$ cat src/rtl/frs_pkg.sv
// Shared types and constants for the FRS Message queue: message layout,
// register bit positions and the FRS Reason encodings.
package frs_pkg;

  localparam int FRS_MSG_W = 20;

  // Packed so that {reason, function_id} lines up with msg_data[19:0]
  typedef struct packed {
    logic [3:0]  reason;
    logic [15:0] function_id;
  } frs_msg_t;

  localparam int STATUS_RECEIVED_BIT = 0;
  localparam int STATUS_OVERFLOW_BIT = 1;
  localparam int CTRL_INT_EN_BIT     = 0;

  typedef enum logic [3:0] {
    FRS_REASON_UNKNOWN   = 4'h0,
    FRS_REASON_DRS_RCVD  = 4'h1,
    FRS_REASON_D3HOT_D0  = 4'h2,
    FRS_REASON_FLR_DONE  = 4'h3
  } frs_reason_e;

  function automatic frs_msg_t frs_unpack(input logic [FRS_MSG_W-1:0] raw);
    frs_msg_t m;
    m.reason      = raw[19:16];
    m.function_id = raw[15:0];
    return m;
  endfunction

endpackage

$ cat src/rtl/frs_msg_fifo.sv
// Circular buffer of FRS Messages. Pop is applied before push so a full
// queue can accept a new entry in the same cycle it releases one.
module frs_msg_fifo
  import frs_pkg::*;
#(
  parameter int DEPTH = 8
) (
  input  logic                         clk,
  input  logic                         rst_n,
  input  logic                         flush,
  input  logic                         push,
  input  frs_msg_t                     push_data,
  input  logic                         pop,
  output frs_msg_t                     head,
  output logic [$clog2(DEPTH+1)-1:0]   count,
  output logic                         full,
  output logic                         empty,
  output logic                         dropped
);

  localparam int PTR_W = $clog2(DEPTH);
  localparam int CNT_W = $clog2(DEPTH+1);

  frs_msg_t         mem_r [DEPTH];
  logic [PTR_W-1:0] wr_ptr_r;
  logic [PTR_W-1:0] rd_ptr_r;
  logic [CNT_W-1:0] count_r;

  logic push_ok_s;
  logic pop_ok_s;

  assign empty     = (count_r == {CNT_W{1'b0}});
  assign full      = (count_r == CNT_W'(DEPTH));
  assign pop_ok_s  = pop & ~flush & ~empty;
  assign push_ok_s = push & ~flush & (~full | pop);
  assign dropped   = push & ~flush & full & ~pop;
  assign count     = count_r;
  assign head      = mem_r[rd_ptr_r];

  // Entry storage: written on accepted push, never reset
  always_ff @(posedge clk) begin
    if (push_ok_s) begin
      mem_r[wr_ptr_r] <= push_data;
    end
  end

  // Pointer and occupancy tracking; pointers wrap naturally at a power-of-two depth
  always_ff @(posedge clk or negedge rst_n) begin
    if (!rst_n) begin
      wr_ptr_r <= {PTR_W{1'b0}};
      rd_ptr_r <= {PTR_W{1'b0}};
      count_r  <= {CNT_W{1'b0}};
    end else if (flush) begin
      wr_ptr_r <= {PTR_W{1'b0}};
      rd_ptr_r <= {PTR_W{1'b0}};
      count_r  <= {CNT_W{1'b0}};
    end else begin
      if (push_ok_s) begin
        wr_ptr_r <= wr_ptr_r + PTR_W'(1);
      end
      if (pop_ok_s) begin
        rd_ptr_r <= rd_ptr_r + PTR_W'(1);
      end
      case ({push_ok_s, pop_ok_s})
        2'b10:   count_r <= count_r + CNT_W'(1);
        2'b01:   count_r <= count_r - CNT_W'(1);
        default: count_r <= count_r;
      endcase
    end
  end

endmodule

$ cat src/rtl/frs_message_queue.sv
// FRS Message queue register block: Status (RW1C), Control (int_en) and
// the Message Queue head register, with a one-cycle interrupt pulse.
module frs_message_queue
  import frs_pkg::*;
#(
  parameter int QUEUE_DEPTH    = 8,
  parameter int REGISTER_WIDTH = 32
) (
  input  logic                               clk,
  input  logic                               rst_n,
  input  logic                               link_dl_down,
  input  logic                               msg_valid,
  input  logic [FRS_MSG_W-1:0]               msg_data,
  input  logic [REGISTER_WIDTH-1:0]          write_data,
  input  logic                               status_we,
  input  logic                               ctrl_we,
  input  logic                               queue_we,
  output logic [REGISTER_WIDTH-1:0]          status_rdata,
  output logic [REGISTER_WIDTH-1:0]          ctrl_rdata,
  output logic [REGISTER_WIDTH-1:0]          queue_rdata,
  output logic [$clog2(QUEUE_DEPTH+1)-1:0]   queue_count,
  output logic                               irq
);

  frs_msg_t               fifo_head_s;
  logic [FRS_MSG_W-1:0]   head_raw_s;
  logic                   fifo_full_s;
  logic                   fifo_empty_s;
  logic                   fifo_drop_s;

  logic received_r;
  logic overflow_r;
  logic int_en_r;
  logic irq_r;

  logic received_n_s;
  logic overflow_n_s;
  logic int_en_n_s;
  logic irq_n_s;
  logic unused_wdata_s;

  frs_msg_fifo #(.DEPTH(QUEUE_DEPTH)) u_fifo (
    .clk       (clk),
    .rst_n     (rst_n),
    .flush     (link_dl_down),
    .push      (msg_valid),
    .push_data (frs_unpack(msg_data)),
    .pop       (queue_we),
    .head      (fifo_head_s),
    .count     (queue_count),
    .full      (fifo_full_s),
    .empty     (fifo_empty_s),
    .dropped   (fifo_drop_s)
  );

  assign head_raw_s    = fifo_head_s;
  assign unused_wdata_s = ^{write_data[REGISTER_WIDTH-1:2], fifo_full_s};

  // Stale storage is hidden whenever the queue holds nothing
  assign queue_rdata  = fifo_empty_s ? {REGISTER_WIDTH{1'b0}} : REGISTER_WIDTH'(head_raw_s);
  assign status_rdata = REGISTER_WIDTH'({overflow_r, received_r});
  assign ctrl_rdata   = REGISTER_WIDTH'(int_en_r);
  assign irq          = irq_r;

  // Next-state for status/control; sets beat RW1C clears, DL_Down beats everything but int_en
  always_comb begin
    received_n_s = received_r;
    overflow_n_s = overflow_r;
    int_en_n_s   = int_en_r;
    irq_n_s      = 1'b0;
    if (ctrl_we) begin
      int_en_n_s = write_data[CTRL_INT_EN_BIT];
    end else begin
      int_en_n_s = int_en_r;
    end
    if (link_dl_down) begin
      received_n_s = 1'b0;
      overflow_n_s = 1'b0;
      irq_n_s      = 1'b0;
    end else begin
      received_n_s = msg_valid |
                     (received_r & ~(status_we & write_data[STATUS_RECEIVED_BIT]));
      overflow_n_s = fifo_drop_s |
                     (overflow_r & ~(status_we & write_data[STATUS_OVERFLOW_BIT]));
      // Pulse only on the rising edge of (int_en & received)
      irq_n_s      = int_en_n_s & received_n_s & ~(int_en_r & received_r);
    end
  end

  // Register state and the interrupt pulse
  always_ff @(posedge clk or negedge rst_n) begin
    if (!rst_n) begin
      received_r <= 1'b0;
      overflow_r <= 1'b0;
      int_en_r   <= 1'b0;
      irq_r      <= 1'b0;
    end else begin
      received_r <= received_n_s;
      overflow_r <= overflow_n_s;
      int_en_r   <= int_en_n_s;
      irq_r      <= irq_n_s;
    end
  end

endmodule

$ cat config.mk
export PLATFORM = sky130hd
export DESIGN_NAME = frs_message_queue
export DESIGN_NICKNAME = d
export VERILOG_FILES = /design/src/rtl/frs_pkg.sv /design/src/rtl/frs_msg_fifo.sv /design/src/rtl/frs_message_queue.sv
export SDC_FILE = /design/constraint.sdc
export NUM_CORES = 1
export LEC_CHECK = 0
export BUFFER_PORTS_ARGS = -buffer_cell sky130_fd_sc_hd__buf_2
export CAP_MARGIN = 20
export CELL_PAD_IN_SITES_DETAIL_PLACEMENT = 1
export CELL_PAD_IN_SITES_GLOBAL_PLACEMENT = 1
export CORE_ASPECT_RATIO = 1.25
export CORE_UTILIZATION = 41
export DETAILED_ROUTE_END_ITERATION = 6
export GPL_TIMING_DRIVEN = 0
export PLACE_DENSITY = 0.81
export SLEW_MARGIN = 20
export SYNTH_ARGS = -nofsm -noshare
export SYNTH_HDL_FRONTEND = slang
export SYNTH_SLANG_ARGS = --single-unit
export TNS_END_PERCENT = 5
$ cat constraint.sdc
create_clock -name clk -period 2.65 [get_ports clk]
set_input_delay 0.265 -clock clk [delete_from_list [all_inputs] [get_ports clk]]
set_output_delay 0.265 -clock clk [all_outputs]
set_load 0.05 [all_outputs]
==> results of run 1 <==
power by group:
| part | total, mW | internal, mW | switching [mW] | leakage (nW) |
|---|---|---|---|---|
| logic | 2.90 | 0.959 | 1.94 | 1.52 |
| clock network | 2.23 | 1.20 | 1.04 | 0.254 |
| registers | 3.17 | 3.09 | 0.0788 | 1.63 |
timing repair:
| item | CTS | global route |
|---|---|---|
| gates resized for setup | 12 | 5 |
| cloned | 0 | 0 |
| endpoints found under the hold margin | 14 | 0 |
| setup buffers | 0 | 0 |
| endpoints found under the setup margin | 20 | 9 |
| hold buffers | 1 | 0 |
| pin swaps | 0 | 0 |
cells in the mapped netlist, types with 4 or more instances:
library cell	n	area share, %
sky130_fd_sc_hd__a21oi_1	5	0.33
sky130_fd_sc_hd__buf_1	4	0.20
sky130_fd_sc_hd__buf_2	8	0.53
sky130_fd_sc_hd__buf_4	76	7.6
sky130_fd_sc_hd__clkbuf_1	7	0.35
sky130_fd_sc_hd__dfrtp_1	14	4.6
sky130_fd_sc_hd__edfxtp_1	160	64
sky130_fd_sc_hd__ha_1	4	0.66
sky130_fd_sc_hd__mux2i_1	24	3.2
sky130_fd_sc_hd__mux4_2	40	12
sky130_fd_sc_hd__nand2_1	10	0.50
sky130_fd_sc_hd__nand2b_1	4	0.33
sky130_fd_sc_hd__nor2_1	42	2.1
sky130_fd_sc_hd__xor2_1	5	0.58
worst max-delay path, delay by kind of cell, from the launching register on:
| kind | cells | cell delay, ns |
|---|---|---|
| buf+inv | 3 | 1.18 |
| flops | 1 | 0.32 |
| simple gates | 1 | 0.24 |
| mux | 1 | 0.16 |
flip-flops by register name (all words and copies together) (netlist names):
register / count
u_fifo.mem_r: 160
u_fifo.count: 4
u_fifo.rd_ptr_r: 3
u_fifo.wr_ptr_r: 3
int_en_r: 1
irq: 1
overflow_r: 1
received_r: 1
cell families after synthesis:
kind of cell | after synthesis | synth area share (%)
flops | 174 | 68.3
xor+xnor | 7 | 0.813
fa+ha+maj | 5 | 0.813
buf+inv | 98 | 8.99
simple gates | 71 | 4.38
compound gates | 13 | 1.33
other cells | 1 | 0.0497
mux | 65 | 15.3
per-layer routing:
metal / track usage, % / wire [um] / vias up
li1: - / - / 1805
met1: 22.5 / 6340 / 2028
met2: 29.9 / 8140 / 163
met3: 3.82 / 1020 / 13
met4: 5.79 / 217 / 0
met5: 0 / 0 / -
how the worst max path moves through the flow:
stage                            start             endpoint  slack, ns  cells after the start
finish              u_fifo.rd_ptr_r[2]       queue_rdata[9]       0.06                      5
global route        u_fifo.rd_ptr_r[2]      queue_rdata[13]      0.002                      5
CTS                 u_fifo.rd_ptr_r[2]       queue_rdata[9]       0.04                      5
detailed placement     u_fifo.count[3]  u_fifo.mem_r[0][10]       0.21                      5
global placement       u_fifo.count[3]  u_fifo.mem_r[1][10]      -1.51                      5
floorplan              u_fifo.count[0]   u_fifo.mem_r[1][0]      -0.36                      5
layout by cell type (no fill, tap or decap), types with 2 or more instances in the layout:
cell / n
sky130_fd_sc_hd__nor2_1: 36
sky130_fd_sc_hd__dfrtp_1: 13
sky130_fd_sc_hd__clkbuf_1: 4
sky130_fd_sc_hd__and3_1: 3
sky130_fd_sc_hd__clkinv_1: 3
sky130_fd_sc_hd__nor3_2: 3
sky130_fd_sc_hd__xor2_1: 5
sky130_fd_sc_hd__mux2i_1: 24
sky130_fd_sc_hd__inv_6: 4
sky130_fd_sc_hd__nor2_4: 6
sky130_fd_sc_hd__clkinv_4: 2
sky130_fd_sc_hd__a21oi_1: 5
sky130_fd_sc_hd__mux4_2: 40
sky130_fd_sc_hd__nand3_1: 2
sky130_fd_sc_hd__clkinv_2: 3
sky130_fd_sc_hd__nand2_1: 10
sky130_fd_sc_hd__ha_1: 4
sky130_fd_sc_hd__buf_4: 77
sky130_fd_sc_hd__clkbuf_2: 2
sky130_fd_sc_hd__xnor2_1: 2
sky130_fd_sc_hd__buf_6: 8
sky130_fd_sc_hd__clkinvlp_4: 2
sky130_fd_sc_hd__buf_2: 61
sky130_fd_sc_hd__nand2b_1: 4
sky130_fd_sc_hd__clkbuf_16: 17
sky130_fd_sc_hd__conb_1: 73
sky130_fd_sc_hd__edfxtp_1: 160
sky130_fd_sc_hd__buf_1: 2
sky130_fd_sc_hd__o21ai_0: 2
cell type report:
class,count,area (um2)
multi-input cells,234,2040
well taps,228,285
repair buffers,59,338
plain buffers,96,702
flip-flops and latches,174,5160
clock buffers,18,429
clock inverters,14,93.8
inverters,1,3.75
fillers,1777,8980
==> results.ini, run 1 <==
[outcome]
result_of_the_run = finished, final reports clean

[pwr]
total_power_mw = 8.30
power_density_mw_per_mm2 = 917
vdd.ir_drop.worst_mv = 0.515
cellLeakagePower_nw = 3.40

[sta]
setup_ws_ns = 0.0579
finalHoldViolations = 0
totalNegativeSetupSlack_ns = 0
slew_headroom_pct = 40.7
fin_worst_skew_ns = 0.0125
worst_slew_pin_slew_ns = 0.889
clock.fmax_ghz = 0.386
rsz_0062_raised_after_global_routing = no
fin_crit_sh_pct = 97.8
finalSetupViolCount = 0
hold-worst-slack_ns = 0.104
final-max-slew-violation-count = 0
final.min_clock_period_ns = 2.59

[worst_hold_path]
cell_count_of_the_worst_hold_path = 1
hold_path.class = primary input to flop
hold-path-endpoint = u_fifo.mem_r[4][3]
worst_hold_startpoint = msg_data[3]

[detailed_routing]
wl_um = 15700
antenna_left = 0
detail_route.wl_per_cell_um = 19.1
detailedRoute.firstIterationViolations = 243
drt-vias-per-instance = 4.87
vias = 4009
drc = 0
drtPass1Iterations = 4

[floorplanning]
design.portCount = 160
die_width_um = 123
dieArea_mm2 = 0.0189
rows = 55
initial_core_utilization_pct = 41.8
core_footprint_mm2 = 0.0180
fp.dieH_um = 154

[global_route]
grt_pass1_wl_um = 23900
grt_usage_pct = 17.7
congestion_overflow_gr = 0
antenna_found_initial = 0
vias_in_the_first_global_route = 4080
largest_net_degree_at_the_start_of_global_routing = 21

[critical_path]
crit_path_top_delay_cell = sky130_fd_sc_hd__buf_1
crit_path_capture_type = output port
path_cells = clkbuf_1 -> buf_1 -> mux2i_1 -> nor2_1 -> buf_2
worst_r2r_endpoint = u_fifo.mem_r[0][9]
required_ns = 2.38
critPathArrivalTime_ns = 2.33
r2r-start = u_fifo.count[3]
startpoint_kind_of_the_worst_setup_timing_path = flop
critPathMaxStageDelay_ns = 0.69
rrSetupSlack_ns = 0.23
crit_path_kind = flop to output port
maximum_fanout_count_along_the_critical_path = 10
ff2ff_path_depth = 5

[synth]
synth_flop_type = sky130_fd_sc_hd__edfxtp_1
sequential_share_of_the_synthesized_area_pct = 68.3
synth-seq-cells = 174
yosys.cell_types.count = 36
synth-edff-count = 160
ys_async_sr_fraction_pct = 8.05
synth_cells = 434
count_of_yosys_warnings_during_synthesis = 0
synth_area_mm2 = 0.00754
post_synth.cell_area_avg_um2 = 17.4

[clock_tree]
cts-htree-levels = 4
clk_slew_on_worst_s_h_paths_ns = 0.07
tritoncts = done
numCtsBuffers = 17
clock_latency_ns = 0.43
cts_max_path_buffers = 2
cts_root_buffer = sky130_fd_sc_hd__clkbuf_16
cts_num_sinks = 174

[layout]
antenna_cells = 0
fin_util_pct = 50.2
stdcell_count = 824
stdcell_area_mm2 = 0.00905
nNetsFinal = 646
drive_gt1_share_pct = 39.4
areaGrowthSynthToFinish_pct = 20.0

[run]
max_cap_viol_count = 0

[placement]
number_of_placed_instances_taps_included = 792
placed_cell_area_mm2 = 0.00849
port_buffers = 54
detailed_place_hpwl_um = 10300
pre_cts_slack_ns = 0.214
gpl.final_weighted_congestion = 0.772

No activity file was read; power rests on OpenSTA's default activity.
==> run 2: changes to the inputs <==
- CORE_ASPECT_RATIO: 1.25 -> 0.75
- SYNTH_HIERARCHICAL: unset -> 1
==> results.ini, run 2 <==
[outcome]
result_of_the_run = finished, final reports clean

[placement]
gpl.final_weighted_congestion = 0.784  ; +1.6%
port_buffers = 55  ; +1.9%
detailed_place_hpwl_um = 11100  ; +7.9%
number_of_placed_instances_taps_included = 809  ; +2.1%
pre_cts_slack_ns = -0.0284  ; -0.242 ns

[layout]
drive_gt1_share_pct = 44.2  ; +4.7 points
registers.top_by_ff_count = u_fifo/mem_r
fin_util_pct = 52.0  ; +1.8 points
fillCellCount = 1762  ; -0.84%
nNetsFinal = 650  ; +0.62%
areaGrowthSynthToFinish_pct = 21.7
final_common_cell = sky130_fd_sc_hd__edfxtp_1
layout_common_cells = sky130_fd_sc_hd__edfxtp_1 (160), sky130_fd_sc_hd__buf_4 (80), sky130_fd_sc_hd__conb_1 (73), sky130_fd_sc_hd__buf_2 (58), sky130_fd_sc_hd__mux4_2 (40)
number_of_flip_flops_under_the_largest_register_name = 160  ; unchanged
stdcell_count = 843  ; +2.3%

[global_route]
globalRouteMet2Util_pct = 31.1  ; +1.2 points
vias_in_the_first_global_route = 4361  ; +6.9%
globalRouteMet3Util_pct = 4.49  ; +0.67 points
grtUsageMet1_pct = 22.7  ; +0.19 points
grt_pass1_wl_um = 25200  ; +5.5%
grt_most_used_layer = met2
antenna_found_initial = 1  ; +1
congestion_overflow_gr = 0  ; unchanged
largest_net_degree_at_the_start_of_global_routing = 21  ; unchanged
grt_usage_pct = 18.2  ; +0.52 points

[clock_tree]
cts_num_sinks = 174  ; unchanged
cts_root_buffer = sky130_fd_sc_hd__clkbuf_16
cts-htree-levels = 4  ; unchanged
clk_slew_on_worst_s_h_paths_ns = 0.06  ; about the same
tritoncts = done
numCtsBuffers = 17  ; unchanged
clock_latency_ns = 0.43  ; about the same
cts_max_path_buffers = 2  ; unchanged

[worst_hold_path]
cell_count_of_the_worst_hold_path = 2  ; +1
hold_path.class = primary input to flop
worst_hold_startpoint = msg_valid

[run]
max_cap_viol_count = 0  ; unchanged

[critical_path]
critPathTopFamily = multiplexers
required_ns = 2.38  ; about the same
maximum_fanout_count_along_the_critical_path = 10  ; unchanged
timing.critical_path.buf_inv = 2  ; -1
critPathMaxStageDelay_ns = 0.55  ; -0.14 ns
r2r-start = u_fifo/count[0]
path_cells = buf_6 -> mux4_2 -> mux2_2 -> nor2b_1 -> buf_2
startpoint_kind_of_the_worst_setup_timing_path = flop
critPathArrivalTime_ns = 2.33  ; about the same
crit_path_top_delay_cell = sky130_fd_sc_hd__mux4_2
timing.critical_path.depth = 5  ; unchanged
crit_path_kind = flop to output port
ff2ff_path_depth = 9  ; +4
setup.worst_path.start = u_fifo/rd_ptr_r[0]
crit_path_capture_type = output port

[detailed_routing]
detailedRoute.firstIterationViolations = 256  ; +5.3%
detail_route.wl_per_cell_um = 19.7  ; +3.3%
wl_um = 16600  ; +5.7%
antenna_left = 0  ; unchanged
drc = 0  ; unchanged
drtPass1Iterations = 4  ; unchanged
vias = 4031  ; +0.55%
drt-vias-per-instance = 4.78  ; -1.7%

[floorplanning]
design.portCount = 160  ; unchanged
rows = 42  ; -24%
core_footprint_mm2 = 0.0180  ; -0.32%
dieArea_mm2 = 0.0193  ; +1.8%
fp.dieH_um = 121  ; -22%
die_width_um = 160  ; +30%
initial_core_utilization_pct = 42.7  ; +0.90 points

[pwr]
power_density_mw_per_mm2 = 946  ; +3.2%
cellLeakagePower_nw = 3.53  ; +3.9%
vdd.ir_drop.worst_mv = 0.430  ; -17%

[synth]
post_synth.cell_area_avg_um2 = 17.5  ; +0.89%
count_of_yosys_warnings_during_synthesis = 6  ; +6
synth_cells = 438  ; +0.92%
synth_area_mm2 = 0.00768  ; +1.8%

[sta]
worst_slew_pin_slew_ns = 0.823  ; -0.0664 ns
totalNegativeSetupSlack_ns = 0  ; unchanged
final-max-slew-violation-count = 0  ; unchanged
rsz_0062_raised_after_global_routing = yes
finalSetupViolCount = 0  ; unchanged
clock.fmax_ghz = 0.385  ; -0.22%
finalHoldViolations = 0  ; unchanged
fin_crit_sh_pct = 98.0  ; +0.21 points
final.min_clock_period_ns = 2.60  ; +0.00564 ns
setup_ws_ns = 0.0523  ; -0.00564 ns
hold-worst-slack_ns = 0.102  ; -0.00196 ns
slew_headroom_pct = 45.0  ; +4.3 points
fin_worst_skew_ns = 0.0104  ; -0.00206 ns

-- run 2: worst paths after layout --
check / slack (ns) / endpoint
setup / recovery: 0.05 / queue_rdata[11]
hold / removal: 0.10 / received_r
setup reg to reg: 0.09 / u_fifo/count[3]
hold reg to reg: 0.59 / int_en_r
max in group asynchronous: 2.10 / u_fifo/rd_ptr_r[0]
min in group asynchronous: 0.29 / u_fifo/count[3]
-- run 2: metrics by stage --
stage	instance area, um2	power (mW)
2_1_floorplan	7960	5.53
3_3_place_gp	8540	6.11
3_5_place_dp	8630	6.20
4_1_cts	9330	8.90
5_1_grt	9340	9.20
6_report	9350	8.84
-- run 2: area by class of cell --
type / instances / area (um2) / area share, %
buffer: 96 / 727 / 7.78
multi-input combinational: 235 / 2190 / 23.4
inverter: 4 / 15.0 / 0.161
antenna: 1 / 2.50 / 0.0268
clock buffer: 18 / 429 / 4.59
clock inverter: 14 / 193 / 2.06
timing repair buffer: 59 / 335 / 3.59
tap: 242 / 303 / 3.24
sequential: 174 / 5160 / 55.2
-- run 2: what timing repair did --
action / CTS / global route
endpoints found under the setup margin: 62 / 85
buffers inserted: 1 / 0
gates resized for setup: 20 / 11
endpoints found under the hold margin: 14 / 0
hold buffers: 1 / 0
pin swaps: 1 / 0
-- run 2: where the power goes --
group          internal (mW)  switching (mW)  total [mW]
logic                   1.11            1.96        3.08
clock network           1.58            1.03        2.61
registers               3.09          0.0678        3.16
total                   5.78            3.06        8.84
-- run 2: worst reg2reg max path, cell delays in order (launching register included) --
cell and delay (ns):
sky130_fd_sc_hd__dfrtp_1 0.39, sky130_fd_sc_hd__buf_2 0.18, sky130_fd_sc_hd__or4_4 0.52, sky130_fd_sc_hd__buf_6 0.16
sky130_fd_sc_hd__and2_2 0.20, sky130_fd_sc_hd__ha_2 0.39, sky130_fd_sc_hd__a31oi_1 0.10, sky130_fd_sc_hd__o211ai_1 0.19
sky130_fd_sc_hd__a31oi_1 0.06, sky130_fd_sc_hd__a211o_1 0.27
-- run 2: routing by layer --
layer  share of wire (%)  vias to the layer above  routed length, um
met2                  52                      114               8650
met4                 1.1                        0                180
li1                    -                     1824                  -
met1                  41                     2080               6810
met3                 5.9                       13                972
met5                   0                        -                  0
==> run 3: changes to the inputs <==
- PLACE_DENSITY: 0.81 -> unset
- PLACE_DENSITY_LB_ADDON: unset -> 0.1
==> results.ini, run 3 (synthesis gave the netlist of run 2 again) <==
[global_route]
largest_net_degree_at_the_start_of_global_routing = 21  ; unchanged
antenna_found_initial = 0  ; -1
vias_in_the_first_global_route = 4089  ; -6.2%
congestion_overflow_gr = 0  ; unchanged
grt_pass1_wl_um = 23800  ; -5.6%
grt_usage_pct = 17.4  ; -0.83 points

[floorplanning]
die_width_um = 160  ; unchanged
dieArea_mm2 = 0.0193  ; unchanged
design.portCount = 160  ; unchanged
initial_core_utilization_pct = 42.7  ; unchanged
fp.dieH_um = 121  ; unchanged
rows = 42  ; unchanged
core_footprint_mm2 = 0.0180  ; unchanged

[layout]
registers.top_by_ff_count = u_fifo/mem_r
areaGrowthSynthToFinish_pct = 22.0
layout_common_cells = sky130_fd_sc_hd__edfxtp_1 (160), sky130_fd_sc_hd__buf_4 (78), sky130_fd_sc_hd__conb_1 (73), sky130_fd_sc_hd__buf_2 (57), sky130_fd_sc_hd__mux4_2 (40)
antenna_cells = 0  ; -1
fin_util_pct = 52.1  ; +0.13 points
drive_gt1_share_pct = 43.9  ; -0.22 points
number_of_flip_flops_under_the_largest_register_name = 160  ; unchanged
nNetsFinal = 654  ; +0.62%
stdcell_count = 845  ; +0.24%
final_common_cell = sky130_fd_sc_hd__edfxtp_1

[clock_tree]
tritoncts = done
cts_root_buffer = sky130_fd_sc_hd__clkbuf_16
cts_max_path_buffers = 2  ; unchanged
cts_num_sinks = 174  ; unchanged
numCtsBuffers = 17  ; unchanged
clk_slew_on_worst_s_h_paths_ns = 0.07  ; about the same
cts-htree-levels = 4  ; unchanged
clock_latency_ns = 0.43  ; about the same

[detailed_routing]
detailedRoute.firstIterationViolations = 223  ; -13%
drc = 0  ; unchanged
wl_um = 15900  ; -4.5%
detail_route.wl_per_cell_um = 18.8  ; -4.7%
drtPass1Iterations = 6  ; +2
drt-vias-per-instance = 4.69  ; -1.8%
vias = 3967  ; -1.6%
antenna_left = 0  ; unchanged

[pwr]
cellLeakagePower_nw = 3.54  ; +0.20%
vdd.ir_drop.worst_mv = 0.477  ; +11%
total_power_mw = 8.72  ; -1.4%
power_density_mw_per_mm2 = 930  ; -1.7%

[sta]
finalHoldViolations = 0  ; unchanged
fin_crit_sh_pct = 98.2  ; +0.17 points
slew_headroom_pct = 42.0  ; -3.0 points
setup_ws_ns = 0.0477  ; -0.00457 ns
final-max-slew-violation-count = 0  ; unchanged
worst_slew_pin_slew_ns = 0.869  ; +0.0467 ns
finalSetupViolCount = 0  ; unchanged
final.min_clock_period_ns = 2.60  ; +0.00457 ns
fin_worst_skew_ns = 0.00636  ; -0.00409 ns
clock.fmax_ghz = 0.384  ; -0.18%
rsz_0062_raised_after_global_routing = yes
hold-worst-slack_ns = 0.105  ; +0.00231 ns

[placement]
port_buffers = 55  ; unchanged
detailed_place_hpwl_um = 10400  ; -6.5%
gpl.final_weighted_congestion = 0.751  ; -4.2%
pre_cts_slack_ns = -0.111  ; -0.0821 ns
number_of_placed_instances_taps_included = 812  ; +0.37%

[critical_path]
critPathArrivalTime_ns = 2.34  ; about the same
startpoint_kind_of_the_worst_setup_timing_path = flop
maximum_fanout_count_along_the_critical_path = 10  ; unchanged
path_cells = clkbuf_2 -> or4_4 -> buf_6 -> inv_1 -> buf_4 -> nor2b_1 -> buf_2
crit_path_top_delay_cell = sky130_fd_sc_hd__or4_4
crit_path_capture_type = output port
critPathMaxStageDelay_ns = 0.53  ; -0.02 ns
required_ns = 2.38  ; about the same
crit_path_kind = flop to output port

[outcome]
result_of_the_run = finished, final reports clean

[run]
max_cap_viol_count = 0  ; unchanged

[worst_hold_path]
hold_path.class = primary input to flop

[run 3: cell types whose count changed in the layout (fill, tap and decap cells not counted), moves of 2 or more]
cell | before | now
sky130_fd_sc_hd__buf_4 | 80 | 78
sky130_fd_sc_hd__clkbuf_1 | 3 | 5
sky130_fd_sc_hd__buf_6 | 8 | 6
sky130_fd_sc_hd__clkbuf_4 | 0 | 4
sky130_fd_sc_hd__buf_8 | 2 | 5
[run 3: layer usage]
layer,GRT usage (%),part of all wire (%),vias to the layer above
met2,28.2,49,121
met5,0,0,-
li1,-,-,1837
met3,5.39,6.1,17
met1,22.3,44,1992
met4,6.07,1.3,0
[run 3: through the flow]
stage	TNS (ns)	area, um2
after global routing	-0.731	9370
after detailed placement	-2.10	8670
after CTS	0	9340
final	0	9370
after floorplan	-24.72	7960
after global placement	-123.05	8540
[run 3: power breakdown]
group / switching [mW] / total [mW] / internal [mW]
clock: 1.03 / 2.51 / 1.48
sequential: 0.0677 / 3.16 / 3.09
combinational: 1.96 / 3.05 / 1.09
total: 3.05 / 8.72 / 5.66
[run 3: what timing repair did]
| item | in CTS | in global routing |
|---|---|---|
| endpoints found under the setup margin | 79 | 51 |
| pin swaps | 1 | 1 |
| hold buffers | 1 | 0 |
| setup buffers | 1 | 1 |
| resized for setup | 18 | 3 |
| endpoints found under the hold margin | 14 | 0 |
| cloned | 0 | 0 |
[run 3: worst paths after layout]
| kind | slack (ns) | endpoint | start | cells past startpoint |
|---|---|---|---|---|
| setup / recovery | 0.05 | queue_rdata[1] | u_fifo/count[0] | 7 |
| hold / removal | 0.10 | u_fifo/mem_r[6][17] | msg_data[17] | 1 |
| setup reg to reg | 0.05 | u_fifo/count[3] | u_fifo/count[0] | 9 |
| hold reg to reg | 0.57 | int_en_r | int_en_r | 1 |
| max in group asynchronous | 2.06 | u_fifo/rd_ptr_r[0] | rst_n | 2 |
| min in group asynchronous | 0.31 | overflow_r | rst_n | 2 |
[run 3: cell type report]
cell class / instances / area, um2
multi-input combinational: 235 / 2180
clock inverter: 13 / 166
inverter: 4 / 15.0
buffer: 96 / 717
timing repair buffer: 63 / 400
fill: 1743 / 8600
sequential: 174 / 5160
clock buffer: 18 / 429
tap: 242 / 303
[run 3: critical path: cells and delay by family, from the launching register on]
family	cells	cell delay [ns]
buf+inv	5	0.87
flops	1	0.40
simple gates	2	0.63
